<file path="config.mk">
export PLATFORM = sky130hd
export DESIGN_NAME = key_debouncer_flat
export DESIGN_NICKNAME = d
export VERILOG_FILES = /design/src/rtl/key_debouncer_if.sv /design/src/rtl/key_debouncer.sv /design/src/flat_wrapper.sv
export SDC_FILE = /design/constraint.sdc
export NUM_CORES = 1
export LEC_CHECK = 0
export BUFFER_PORTS_ARGS = -buffer_cell sky130_fd_sc_hd__buf_2
export CORE_UTILIZATION = 45
export CTS_CLUSTER_DIAMETER = 50
export DETAILED_ROUTE_END_ITERATION = 6
export PLACE_DENSITY_LB_ADDON = 0.25
export SLEW_MARGIN = 20
export SYNTH_ARGS = -nofsm -noshare
export SYNTH_HDL_FRONTEND = slang
export SYNTH_SLANG_ARGS = --single-unit
</file>
<file path="constraint.sdc">
create_clock -name i_clk -period 2.5 [get_ports i_clk]
set_input_delay 0.25 -clock i_clk [delete_from_list [all_inputs] [get_ports i_clk]]
set_output_delay 0.25 -clock i_clk [all_outputs]
set_load 0.05 [all_outputs]
</file>
<file path="src/rtl/key_debouncer_if.sv">
// Key debouncer signal bundle: raw key levels in, debounced levels/events out.
interface key_debouncer_if;
  logic [3:0] i_key_raw;
  logic [3:0] o_key;
  logic [3:0] o_press;
  logic [3:0] o_release;
  logic       o_any;
  logic [1:0] o_code;

  // Stimulus/consumer side: drives the raw keys, observes debounced results.
  modport master (
    output i_key_raw,
    input  o_key, o_press, o_release, o_any, o_code
  );

  // Debouncer side.
  modport slave (
    input  i_key_raw,
    output o_key, o_press, o_release, o_any, o_code
  );
endinterface

</file>
<file path="src/rtl/key_debouncer.sv">
// Four-key push-button debouncer: two-flop synchronizer and a per-key
// four-state FSM that accepts a level change only after DEBOUNCE_CYCLES
// consecutive identical synchronized samples. Emits registered levels,
// press/release pulses, an any-pressed flag and the lowest pressed index.
module key_debouncer #(
  parameter int unsigned DEBOUNCE_CYCLES = 500000
) (
  input  logic           i_clk,
  input  logic           i_reset,
  key_debouncer_if.slave bus
);

  localparam int unsigned CW = (DEBOUNCE_CYCLES > 1) ? $clog2(DEBOUNCE_CYCLES) : 1;
  localparam logic [CW-1:0] CNT_LAST = CW'(DEBOUNCE_CYCLES - 1);
  localparam logic [CW-1:0] CNT_ONE  = CW'(1);

  localparam logic [1:0] RELEASED     = 2'd0;
  localparam logic [1:0] PRESS_WAIT   = 2'd1;
  localparam logic [1:0] PRESSED      = 2'd2;
  localparam logic [1:0] RELEASE_WAIT = 2'd3;

  logic [3:0]    sync1, sync2;
  logic [1:0]    state    [4];
  logic [1:0]    state_nx [4];
  logic [CW-1:0] cnt      [4];
  logic [CW-1:0] cnt_nx   [4];
  logic [3:0]    key_q, press_q, release_q;
  logic          any_q;
  logic [1:0]    code_q;
  logic [3:0]    key_nx, press_nx, release_nx;
  logic [1:0]    code_nx;

  // Two-flop synchronizer for every raw key bit.
  always_ff @(posedge i_clk) begin
    if (i_reset) begin
      sync1 <= '0;
      sync2 <= '0;
    end else begin
      sync1 <= bus.i_key_raw;
      sync2 <= sync1;
    end
  end

  // Per-key debounce FSM next-state, counter and event decode.
  always_comb begin
    key_nx     = key_q;
    press_nx   = '0;
    release_nx = '0;
    for (int unsigned i = 0; i < 4; i++) begin
      state_nx[i] = state[i];
      cnt_nx[i]   = cnt[i];
      case (state[i])
        RELEASED: begin
          if (sync2[i]) begin
            state_nx[i] = PRESS_WAIT;
            cnt_nx[i]   = CNT_ONE;
          end else begin
            cnt_nx[i] = '0;
          end
        end
        PRESS_WAIT: begin
          if (!sync2[i]) begin
            state_nx[i] = RELEASED;
            cnt_nx[i]   = '0;
          end else if (cnt[i] == CNT_LAST) begin
            state_nx[i] = PRESSED;
            cnt_nx[i]   = '0;
            key_nx[i]   = 1'b1;
            press_nx[i] = 1'b1;
          end else begin
            cnt_nx[i] = cnt[i] + CNT_ONE;
          end
        end
        PRESSED: begin
          if (!sync2[i]) begin
            state_nx[i] = RELEASE_WAIT;
            cnt_nx[i]   = CNT_ONE;
          end else begin
            cnt_nx[i] = '0;
          end
        end
        default: begin
          if (sync2[i]) begin
            state_nx[i] = PRESSED;
            cnt_nx[i]   = '0;
          end else if (cnt[i] == CNT_LAST) begin
            state_nx[i]   = RELEASED;
            cnt_nx[i]     = '0;
            key_nx[i]     = 1'b0;
            release_nx[i] = 1'b1;
          end else begin
            cnt_nx[i] = cnt[i] + CNT_ONE;
          end
        end
      endcase
    end
  end

  // Lowest-numbered pressed key wins, taken from next-state levels.
  always_comb begin
    code_nx = 2'd0;
    if (key_nx[0])      code_nx = 2'd0;
    else if (key_nx[1]) code_nx = 2'd1;
    else if (key_nx[2]) code_nx = 2'd2;
    else if (key_nx[3]) code_nx = 2'd3;
  end

  // FSM state, counters and registered outputs.
  always_ff @(posedge i_clk) begin
    if (i_reset) begin
      for (int unsigned i = 0; i < 4; i++) begin
        state[i] <= RELEASED;
        cnt[i]   <= '0;
      end
      key_q     <= '0;
      press_q   <= '0;
      release_q <= '0;
      any_q     <= 1'b0;
      code_q    <= '0;
    end else begin
      for (int unsigned i = 0; i < 4; i++) begin
        state[i] <= state_nx[i];
        cnt[i]   <= cnt_nx[i];
      end
      key_q     <= key_nx;
      press_q   <= press_nx;
      release_q <= release_nx;
      any_q     <= |key_nx;
      code_q    <= code_nx;
    end
  end

  assign bus.o_key     = key_q;
  assign bus.o_press   = press_q;
  assign bus.o_release = release_q;
  assign bus.o_any     = any_q;
  assign bus.o_code    = code_q;

endmodule

</file>
<file path="src/flat_wrapper.sv">
// flat-port wrapper written by rule: the top's interface ports become plain ports
module key_debouncer_flat 
#(
  parameter int unsigned DEBOUNCE_CYCLES = 500000
)
  (i_clk, i_reset, bus_i_key_raw, bus_o_key, bus_o_press, bus_o_release, bus_o_any, bus_o_code);
  key_debouncer_if bus_i ();
  input  logic i_clk;
  input  logic i_reset;
  input wire logic [$bits(bus_i.i_key_raw)-1:0] bus_i_key_raw;
  output wire logic [$bits(bus_i.o_key)-1:0] bus_o_key;
  output wire logic [$bits(bus_i.o_press)-1:0] bus_o_press;
  output wire logic [$bits(bus_i.o_release)-1:0] bus_o_release;
  output wire logic [$bits(bus_i.o_any)-1:0] bus_o_any;
  output wire logic [$bits(bus_i.o_code)-1:0] bus_o_code;
  assign bus_i.i_key_raw = bus_i_key_raw;
  assign bus_o_key = bus_i.o_key;
  assign bus_o_press = bus_i.o_press;
  assign bus_o_release = bus_i.o_release;
  assign bus_o_any = bus_i.o_any;
  assign bus_o_code = bus_i.o_code;
  key_debouncer #(.DEBOUNCE_CYCLES(DEBOUNCE_CYCLES)) u_core (.i_clk(i_clk), .i_reset(i_reset), .bus(bus_i));
endmodule
</file>
==> flow_metrics.py, run 1 <==
metrics = {
    "status": {
        "outcome": "finished, final reports clean",
    },
    "critical_path": {
        "reg2regPathDepth": 6,
        "path_max_fanout": 4,
        "start_kind": "register",
        "cp-end-kind": "register",
        "critical_path_arrival_ns": 2.68,
        "crit_required_ns": 2.79,
        "crit_type": "register to register",
    },
    "floorplanning": {
        "die_area_sq_mm": 0.0114,
        "core_area_sq_mm": 0.0105,
        "ios": 21,
        "initial_core_util_pct": 47.1,
        "die_h_microns": 107,
        "die_x_microns": 107,
        "rows": 37,
    },
    "sta": {
        "relSlewSlack_pct": 56.1,
        "tightest_slew_ns": 0.651,
        "fin_worst_skew_ns": 0.0135,
        "timing.fmax_mhz": 418,
        "rsz0062_at_grt": "false",
        "period_share_pct": 95.8,
        "fin_tns_setup_ns": 0,
        "fin_crit_ns": 2.39,
        "setup_violations": 0,
        "hold_viol_final": 0,
        "drv_slew": 0,
    },
    "cts": {
        "ctsHtreeMaxLevel": 3,
        "hold_buffers": 0,
        "clock-root-buffer": "clkbuf_8",
        "cts-buffers-inserted": 9,
        "clk_pin_slew_ns": 0.10,
        "cts.sinks": 107,
        "cts_buffer_depth": 2,
        "cts_tree": "done",
        "insertion_delay_ns": 0.36,
    },
    "drt": {
        "dr_total_vias": 3716,
        "wl_per_cell_microns": 12.2,
        "drt-pass1-iter-count": 4,
        "drtIter0Drc": 173,
        "routed_wl_microns": 8710,
        "route.detailed.drc": 0,
        "final_antenna_net_count": 0,
        "viasPerCell": 5.20,
    },
    "logic_synthesis": {
        "synth_seq_cells": 107,
        "yosysMostFrequentCell": "dfxtp_1",
        "syn_nets": 579,
        "ys_async_sr_fraction_pct": 0,
        "synth_area_leader_cell": "dfxtp_1",
        "synth_commonest_cells": "dfxtp_1 (107), nor2_1 (96), nand2_1 (40)",
        "ys.flop_type": "dfxtp_1",
        "post_synth_inst_count": 553,
        "synth_edf_count": 0,
        "yosysWarnings": 0,
        "yosys.area.top_type_share_pct": 43.4,
        "synth_area_leaders": "dfxtp_1 (43%), nor2_1 (7.3%), xor2_1 (6.7%)",
        "synth-seq-area-share_pct": 43.4,
        "syn_area_per_cell_sq_um": 8.92,
        "synth_cell_types": 63,
        "syn_area_sq_mm": 0.00493,
    },
    "cells_and_area": {
        "fillerInstances": 1016,
        "num_antenna_cells": 0,
        "multiInputGateArea_sq_mm": 0.00264,
        "drive_gt1_share_pct": 9.33,
        "areaGrowthSynthToFinish_pct": 9.21,
        "seq_area_sq_mm": 0.00214,
        "nNetsFinal": 600,
    },
    "pwr": {
        "finalPower_uw": 3020,
        "ir_drop_mv": 0.243,
        "seq_power_share_pct": 57.9,
        "pwr-share-comb_pct": 4.7,
        "p_switching_uw": 677,
        "leakage_uw": 0.00183,
        "p_per_area_mw_per_mm2": 560,
        "swShare_pct": 22.4,
        "pwr-share-clk_pct": 37.4,
        "p_int_uw": 2340,
    },
    "job": {
        "maxCapViolations": 0,
    },
    "global_routing": {
        "grt_max_degree": 22,
        "grt_pass1_wl_microns": 15800,
        "grt_usage_pct": 16.9,
        "grt_pass1_vias": 3565,
        "antenna_found_initial": 0,
        "grt_overflow": 0,
    },
    "placement": {
        "io_buffers": 20,
        "place_congestion": 0.809,
        "hpwl_microns": 6060,
    },
    "hold_path": {
        "min_path_cells": 2,
        "min_path_type": "input pin to register",
    },
}
## flip-flops by register name, summed over array words and instances (netlist names), named ones only
signal,cells
u_core.state,4
u_core.bus.o_key,4
u_core.bus.o_code,2
u_core.bus.o_any,1
u_core.bus.o_press,4
u_core.sync2,4
u_core.cnt,76
u_core.bus.o_release,4
u_core.sync1,4
## worst paths after layout
| kind | to | slack [ns] | startpoint |
|---|---|---|---|
| min reg2reg | u_core.sync2[2] | 0.44 | u_core.sync1[2] |
| max | u_core.bus.o_code[1] | 0.11 | u_core.cnt[0][64] |
| max reg2reg | u_core.bus.o_code[1] | 0.11 | u_core.cnt[0][64] |
| min | u_core.sync1[0] | 0.1 | bus_i_key_raw[0] |
## critical path, cell delays in order, from the launching register on
cell     delay [ns]
dfxtp_1        0.34
or4b_1         0.52
or4_4          0.60
nor2_4         0.13
mux2_4         0.32
and3_4         0.17
nor4b_2        0.23
## per-layer routing
metal | up-vias | track usage [%] | part of all wire [%]
met4 | 0 | 8.81 | 2.4
met3 | 15 | 2.49 | 2.7
met5 | - | 0 | 0
met2 | 46 | 26.7 | 45
met1 | 1716 | 22.2 | 50
li1 | 1939 | - | -
## stage by stage
step,worst slack [ns],util [%],cells,instance area [sq um],hold slack [ns]
final,0.106,51.5,715,5390,0.0958
after global placement,0.102,49.4,699,5170,0.430
after floorplan,0.189,-,553,4930,0.378
after global routing,0.0179,51.5,715,5390,0.0970
after CTS,0.0734,51.4,715,5380,0.0828
after detailed placement,0.0965,49.4,699,5170,0.428
## layout make-up
| type | instances | share of cell area (%) |
|---|---|---|
| multi-input combinational | 408 | 49.1 |
| clock buffer | 10 | 2.37 |
| clock inverter | 6 | 1.49 |
| sequential | 107 | 39.8 |
| inverter | 23 | 1.60 |
| timing repair buffer | 25 | 2.56 |
| tap | 136 | 3.16 |
## power by group through the flow
| stage | sequential [uW] | clock, uW | combinational, uW |
|---|---|---|---|
| final | 1750 | 1130 | 141 |
| after global routing | 1750 | 1230 | 162 |
| after CTS | 1750 | 1160 | 141 |
| after detailed placement | 1790 | 0 | 139 |
| after global placement | 1790 | 0 | 137 |
| after floorplan | 1780 | 0 | 115 |
## cells by family after synthesis
group                    Yosys count  synth area share [%]
AND/OR/NAND/NOR                  265                  27.8
flip-flops                       107                  43.4
XOR/XNOR                          66                  11.7
AO/OA/AOI/OAI                     49                  7.15
buffers and inverters             38                  3.09
adder cells (fa/ha/maj)           20                  5.07
multiplexers                       8                  1.75
## repair_timing
action,4_1_cts,5_1_grt
setup buffers,0,0
setup endpoints to repair,0,2
resized for setup,0,1
## layout by cell type (no fill, tap or decap), drive strengths merged, types with 5 or more instances in the layout
cell type / n
a21oi: 11
and3: 13
and4: 6
buf: 25
clkbuf: 10
dfxtp: 107
ha: 20
inv: 23
mux2i: 6
nand2: 40
nand3: 26
nand3b: 5
nand4: 18
nor2: 97
nor2b: 9
nor3: 13
nor4b: 6
o21ai: 9
or2: 6
xnor2: 28
xor2: 38
Power figures use the tool's default switching activity.
==> inputs of run 2 (changes only) <==
Settings changed: CORE_UTILIZATION 45 to 34.
==> run 2 against run 1 <==
  * Wire length grew 5.7%
  * Register-to-register slack hardly changed
  * Utilization fell by 12 points
  * Largest power group unchanged
==> flow_metrics.py, run 2 (synthesized netlist as in run 1, its figures left out) <==
metrics = {
    "critical_path": {
        "reg2reg_slack_ns": 0.11,
        "crit_path_start": "u_core.cnt[0][64]",
        "path_max_fanout": 4,
        "reg2reg_to": "u_core.bus.o_code[1]",
        "slowest_stage": "or4_4",
        "start_kind": "register",
        "path_depth": 6,
        "crit_end": "u_core.bus.o_code[1]",
        "cp-end-kind": "register",
        "crit_chain": "or4b_1 > or4_4 > nor2_4 > mux2_4 > and3_4 > nor4b_2",
        "crit_buf_inv": 0,
        "critical_path_arrival_ns": 2.65,
        "r2r_start": "u_core.cnt[0][64]",
        "reg2regPathDepth": 6,
        "crit_required_ns": 2.76,
        "critPathMaxStageDelay_ns": 0.59,
        "crit_type": "register to register",
        "cp_top_family": "simple AND/OR/NAND/NOR gates",
    },
    "job": {
        "maxCapViolations": 0,
    },
    "hold_path": {
        "min_path_type": "input pin to register",
    },
    "floorplanning": {
        "ios": 21,
        "rows": 43,
        "die_x_microns": 122,
        "die_area_sq_mm": 0.0150,
        "initial_core_util_pct": 35.1,
        "core_area_sq_mm": 0.0140,
        "die_h_microns": 122,
    },
    "cells_and_area": {
        "top_register": "u_core.cnt",
        "drive_gt1_share_pct": 9.14,
        "fillerInstances": 1414,
        "nNetsFinal": 601,
        "largest_reg_flops": 76,
        "fin_area_sq_mm": 0.00553,
        "finalCoreUtilization_pct": 39.4,
        "areaGrowthSynthToFinish_pct": 12.1,
        "layout_commonest_cell": "dfxtp_1",
        "final_cell_mix": "dfxtp_1 (107), nor2_1 (96), nand2_1 (40), xor2_1 (38), xnor2_1 (28)",
        "num_antenna_cells": 0,
    },
    "sta": {
        "fin_crit_ns": 2.39,
        "hold_viol_final": 0,
        "setup_violations": 0,
        "relSlewSlack_pct": 55.7,
        "fin_worst_skew_ns": 0.0109,
        "hold_slack_ns": 0.113,
        "fin_tns_setup_ns": 0,
        "drv_slew": 0,
        "period_share_pct": 95.7,
        "timing.fmax_mhz": 418,
        "tightest_slew_ns": 0.656,
        "rsz0062_at_grt": "false",
    },
    "drt": {
        "wl_per_cell_microns": 12.1,
        "routed_wl_microns": 9210,
        "drt-pass1-iter-count": 4,
        "route.detailed.drc": 0,
        "final_antenna_net_count": 0,
        "drtIter0Drc": 227,
        "viasPerCell": 4.89,
        "dr_total_vias": 3719,
    },
    "global_routing": {
        "grt_max_degree": 20,
        "grt_pass1_vias": 3526,
        "grt_overflow": 0,
        "antenna_found_initial": 0,
        "grt_usage_pct": 12.9,
        "grt_pass1_wl_microns": 15600,
    },
    "pwr": {
        "ir_drop_mv": 0.328,
        "p_per_area_mw_per_mm2": 593,
        "leakage_uw": 0.00186,
    },
    "placement": {
        "hpwl_microns": 6710,
        "post_dp_cell_area_sq_mm": 0.00524,
        "io_buffers": 20,
        "place_congestion": 0.767,
    },
    "cts": {
        "clock-root-buffer": "clkbuf_16",
        "cts-buffers-inserted": 9,
        "cts_buffer_depth": 2,
        "clk_pin_slew_ns": 0.07,
        "ctsHtreeMaxLevel": 3,
        "insertion_delay_ns": 0.35,
        "post_cts_buffers": 0,
        "cts.sinks": 107,
        "cts_tree": "done",
    },
    "status": {
        "outcome": "finished, final reports clean",
    },
}
[run 2: cell types whose count changed in the layout (fill, tap and decap cells not counted), sizes merged]
cell	before	now
clkinv	4	2
clkbuf	10	12
buf	25	26
bufinv	2	1
clkinvlp	0	1
[run 2: worst min-delay path by stage]
stage / from / cells after the start / to / slack [ns]
floorplan: bus_i_key_raw[0] / 1 / u_core.sync1[0] / 0.38
global placement: u_core.sync1[2] / 1 / u_core.sync2[2] / 0.43
detailed placement: u_core.sync1[2] / 1 / u_core.sync2[2] / 0.43
CTS: bus_i_key_raw[1] / 2 / u_core.sync1[1] / 0.11
global route: bus_i_key_raw[0] / 2 / u_core.sync1[0] / 0.11
finish: bus_i_key_raw[0] / 2 / u_core.sync1[0] / 0.11
[run 2: report_power, final]
group	total, uW	internal [uW]	switching, uW
Sequential	1750	1720	24.8
Clock	1390	778	609
Combinational	144	59.9	84.2
Total	3280	2560	718
[run 2: routing by layer]
layer  track usage, %  wire length, microns
met5                0                     0
met4             3.96                   102
met1             16.6                  4710
met2             21.1                  4170
met3             2.97                   220
[run 2: what timing repair did]
action                                  in CTS  in global routing
resized for setup                            0                  1
endpoints found under the setup margin       0                  2
hold buffers                                 0                  0
[run 2: layout make-up]
cell class              instances  area [sq um]  area share, %
multi-input cells             408          2640           47.8
flip-flops and latches        107          2140           38.7
repair buffers                 26           145           2.63
clock inverters                 4          51.3          0.928
well taps                     180           225           4.07
inverters                      23          86.3           1.56
clock buffers                  12           236           4.28
[run 2: through the flow]
stage          instances  setup slack, ns  total power, uW
2_1_floorplan        553            0.189             1890
3_3_place_gp         744           0.0933             1920
5_1_grt              760          0.00635             3410
6_report             760            0.108             3280
4_1_cts              760           0.0600             3330
3_5_place_dp         744           0.0700             1930
[run 2: worst reg2reg max path: cells and delay by family, from the launching register on]
kind	cells	cell delay (ns)
flip-flops	1	0.33
AND/OR/NAND/NOR	5	1.67
multiplexers	1	0.32
==> inputs of run 3 (changes only) <==
Settings changed: PLACE_DENSITY set to 0.49, PLACE_DENSITY_LB_ADDON 0.25 to unset.
==> run 3 against run 2 <==
  * Clock-buffer cell count shrank 1
  * Wire length grew 2.0%
  * Via count shrank 0.43%
  * Global-route usage grew 0.81 points
  * Total power grew 7.2%
  * Highest routed layer unchanged
  * Final cell count grew 0.26%
  * Critical path type unchanged
  * Register-to-register slack lost 0.04 ns
  * Largest cell class unchanged
  * Critical endpoint unchanged
  * Worst hold slack gained 0.0031 ns
==> flow_metrics.py, run 3 (synthesized netlist as in run 1, its figures left out) <==
metrics = {
    "sta": {
        "drv_slew": 0,
        "fin_worst_skew_ns": 0.00754,
        "fin_crit_ns": 2.43,
        "hold_viol_final": 0,
        "setup_violations": 0,
        "fin_tns_setup_ns": 0,
        "period_share_pct": 97.1,
        "timing.fmax_mhz": 412,
        "rsz0062_at_grt": "false",
        "tightest_slew_ns": 0.651,
        "relSlewSlack_pct": 56.0,
    },
    "hold_path": {
        "worstHoldEndpoint": "u_core.sync1[0]",
        "min_path_type": "input pin to register",
        "min_path_cells": 2,
        "hold_path.startpoint": "bus_i_key_raw[0]",
    },
    "critical_path": {
        "cp-end-kind": "register",
        "cp_top_family": "simple AND/OR/NAND/NOR gates",
        "path_max_fanout": 4,
        "crit_buf_inv": 0,
        "reg2regPathDepth": 6,
        "start_kind": "register",
        "crit_required_ns": 2.76,
        "slowest_stage": "or4_4",
        "critPathMaxStageDelay_ns": 0.60,
        "r2r_start": "u_core.cnt[0][64]",
        "critical_path_arrival_ns": 2.69,
        "crit_type": "register to register",
        "reg2reg_slack_ns": 0.07,
        "reg2reg_to": "u_core.bus.o_code[1]",
        "crit_chain": "or4b_1 > or4_4 > nor2_4 > mux2_4 > and3_4 > nor4b_2",
    },
    "cells_and_area": {
        "finalCoreUtilization_pct": 40.0,
        "layout_commonest_cell": "dfxtp_1",
        "multiInputGateArea_sq_mm": 0.00264,
        "areaGrowthSynthToFinish_pct": 13.8,
        "nNetsFinal": 603,
        "drive_gt1_share_pct": 9.79,
        "final_cell_mix": "dfxtp_1 (107), nor2_1 (96), nand2_1 (40), xor2_1 (38), xnor2_1 (28)",
        "fillerInstances": 1387,
        "largest_reg_flops": 76,
        "seq_area_sq_mm": 0.00214,
        "top_register": "u_core.cnt",
        "num_antenna_cells": 0,
        "layout.cells.non_filler": 762,
    },
    "global_routing": {
        "grt_pass1_wl_microns": 16400,
        "grt_max_degree": 25,
        "grt_pass1_vias": 3564,
        "grt_usage_pct": 13.7,
        "grt_overflow": 0,
        "antenna_found_initial": 0,
    },
    "placement": {
        "io_buffers": 20,
        "place_congestion": 0.774,
        "place_inst": 746,
        "hpwl_microns": 6640,
    },
    "cts": {
        "hold_buffers": 0,
        "cts.sinks": 107,
        "ctsHtreeMaxLevel": 3,
        "post_cts_buffers": 0,
        "clock-root-buffer": "clkbuf_16",
        "insertion_delay_ns": 0.35,
        "cts_tree": "done",
        "clk_pin_slew_ns": 0.07,
        "cts-buffers-inserted": 9,
        "cts_buffer_depth": 2,
    },
    "pwr": {
        "leakage_uw": 0.00191,
        "p_per_area_mw_per_mm2": 627,
        "ir_drop_mv": 0.344,
    },
    "floorplanning": {
        "ios": 21,
        "die_x_microns": 122,
        "die_area_sq_mm": 0.0150,
        "die_h_microns": 122,
        "rows": 43,
        "initial_core_util_pct": 35.1,
        "core_area_sq_mm": 0.0140,
    },
    "drt": {
        "routed_wl_microns": 9390,
        "drtIter0Drc": 164,
        "dr_total_vias": 3703,
        "viasPerCell": 4.86,
        "drt-pass1-iter-count": 4,
        "route.detailed.drc": 0,
        "wl_per_cell_microns": 12.3,
        "final_antenna_net_count": 0,
    },
    "job": {
        "maxCapViolations": 0,
    },
    "status": {
        "outcome": "finished, final reports clean",
    },
}
## run 3: cell count changes in the layout (fill, tap and decap cells not counted)
cell / previous run / this run
clkbuf_8: 0 / 1
clkinvlp_4: 1 / 0
bufinv_16: 1 / 3
buf_12: 0 / 1
clkinv_2: 1 / 2
buf_4: 6 / 7
clkbuf_1: 3 / 1
clkinv_4: 1 / 0
## run 3: area by class of cell
class	instances	share of cell area (%)
Clock buffer	11	4.33
Clock inverter	5	1.78
Inverter	23	1.54
Multi-Input combinational cell	408	47.1
Sequential cell	107	38.2
Tap cell	180	4.01
Timing Repair Buffer	28	3.08
## run 3: what timing repair did
item / 4_1_cts / 5_1_grt
setup endpoints to repair: 0 / 1
endpoints found under the hold margin: 0 / 0
resized for setup: 0 / 1
## run 3: how the worst max path moves through the flow
stage                      startpoint  cells past startpoint                    to
floorplan           u_core.cnt[0][64]                      6  u_core.bus.o_code[1]
global placement    u_core.cnt[0][64]                      6  u_core.bus.o_code[1]
detailed placement  u_core.cnt[0][64]                      6  u_core.bus.o_code[1]
CTS                 u_core.cnt[0][64]                      6  u_core.bus.o_code[1]
global route        u_core.cnt[0][64]                      6  u_core.bus.o_code[1]
finish              u_core.cnt[0][64]                      6  u_core.bus.o_code[1]
## run 3: report_power, final
group	internal [uW]	switching, uW	total [uW]
logic	60.3	81.6	142
registers	1720	24.2	1750
clock network	1000	624	1630
total	2790	730	3520
## run 3: metal layers
layer | vias up | share of wire (%) | global-route usage [%]
li1 | 1942 | - | -
met1 | 1719 | 51 | 17.7
met2 | 30 | 44 | 21.7
met3 | 12 | 2.5 | 2.70
met4 | 0 | 2.1 | 6.40
met5 | - | 0 | 0
## run 3: stage by stage
stage	power, uW	worst slack (ns)	cell area, sq um	hold WS (ns)
final	3520	0.0725	5610	0.116
after global routing	3660	0.00275	5610	0.105
after global placement	1930	0.0931	5260	0.440
after detailed placement	1930	0.0541	5260	0.423
after floorplan	1890	0.189	4930	0.378
after CTS	3570	0.0294	5610	0.0996
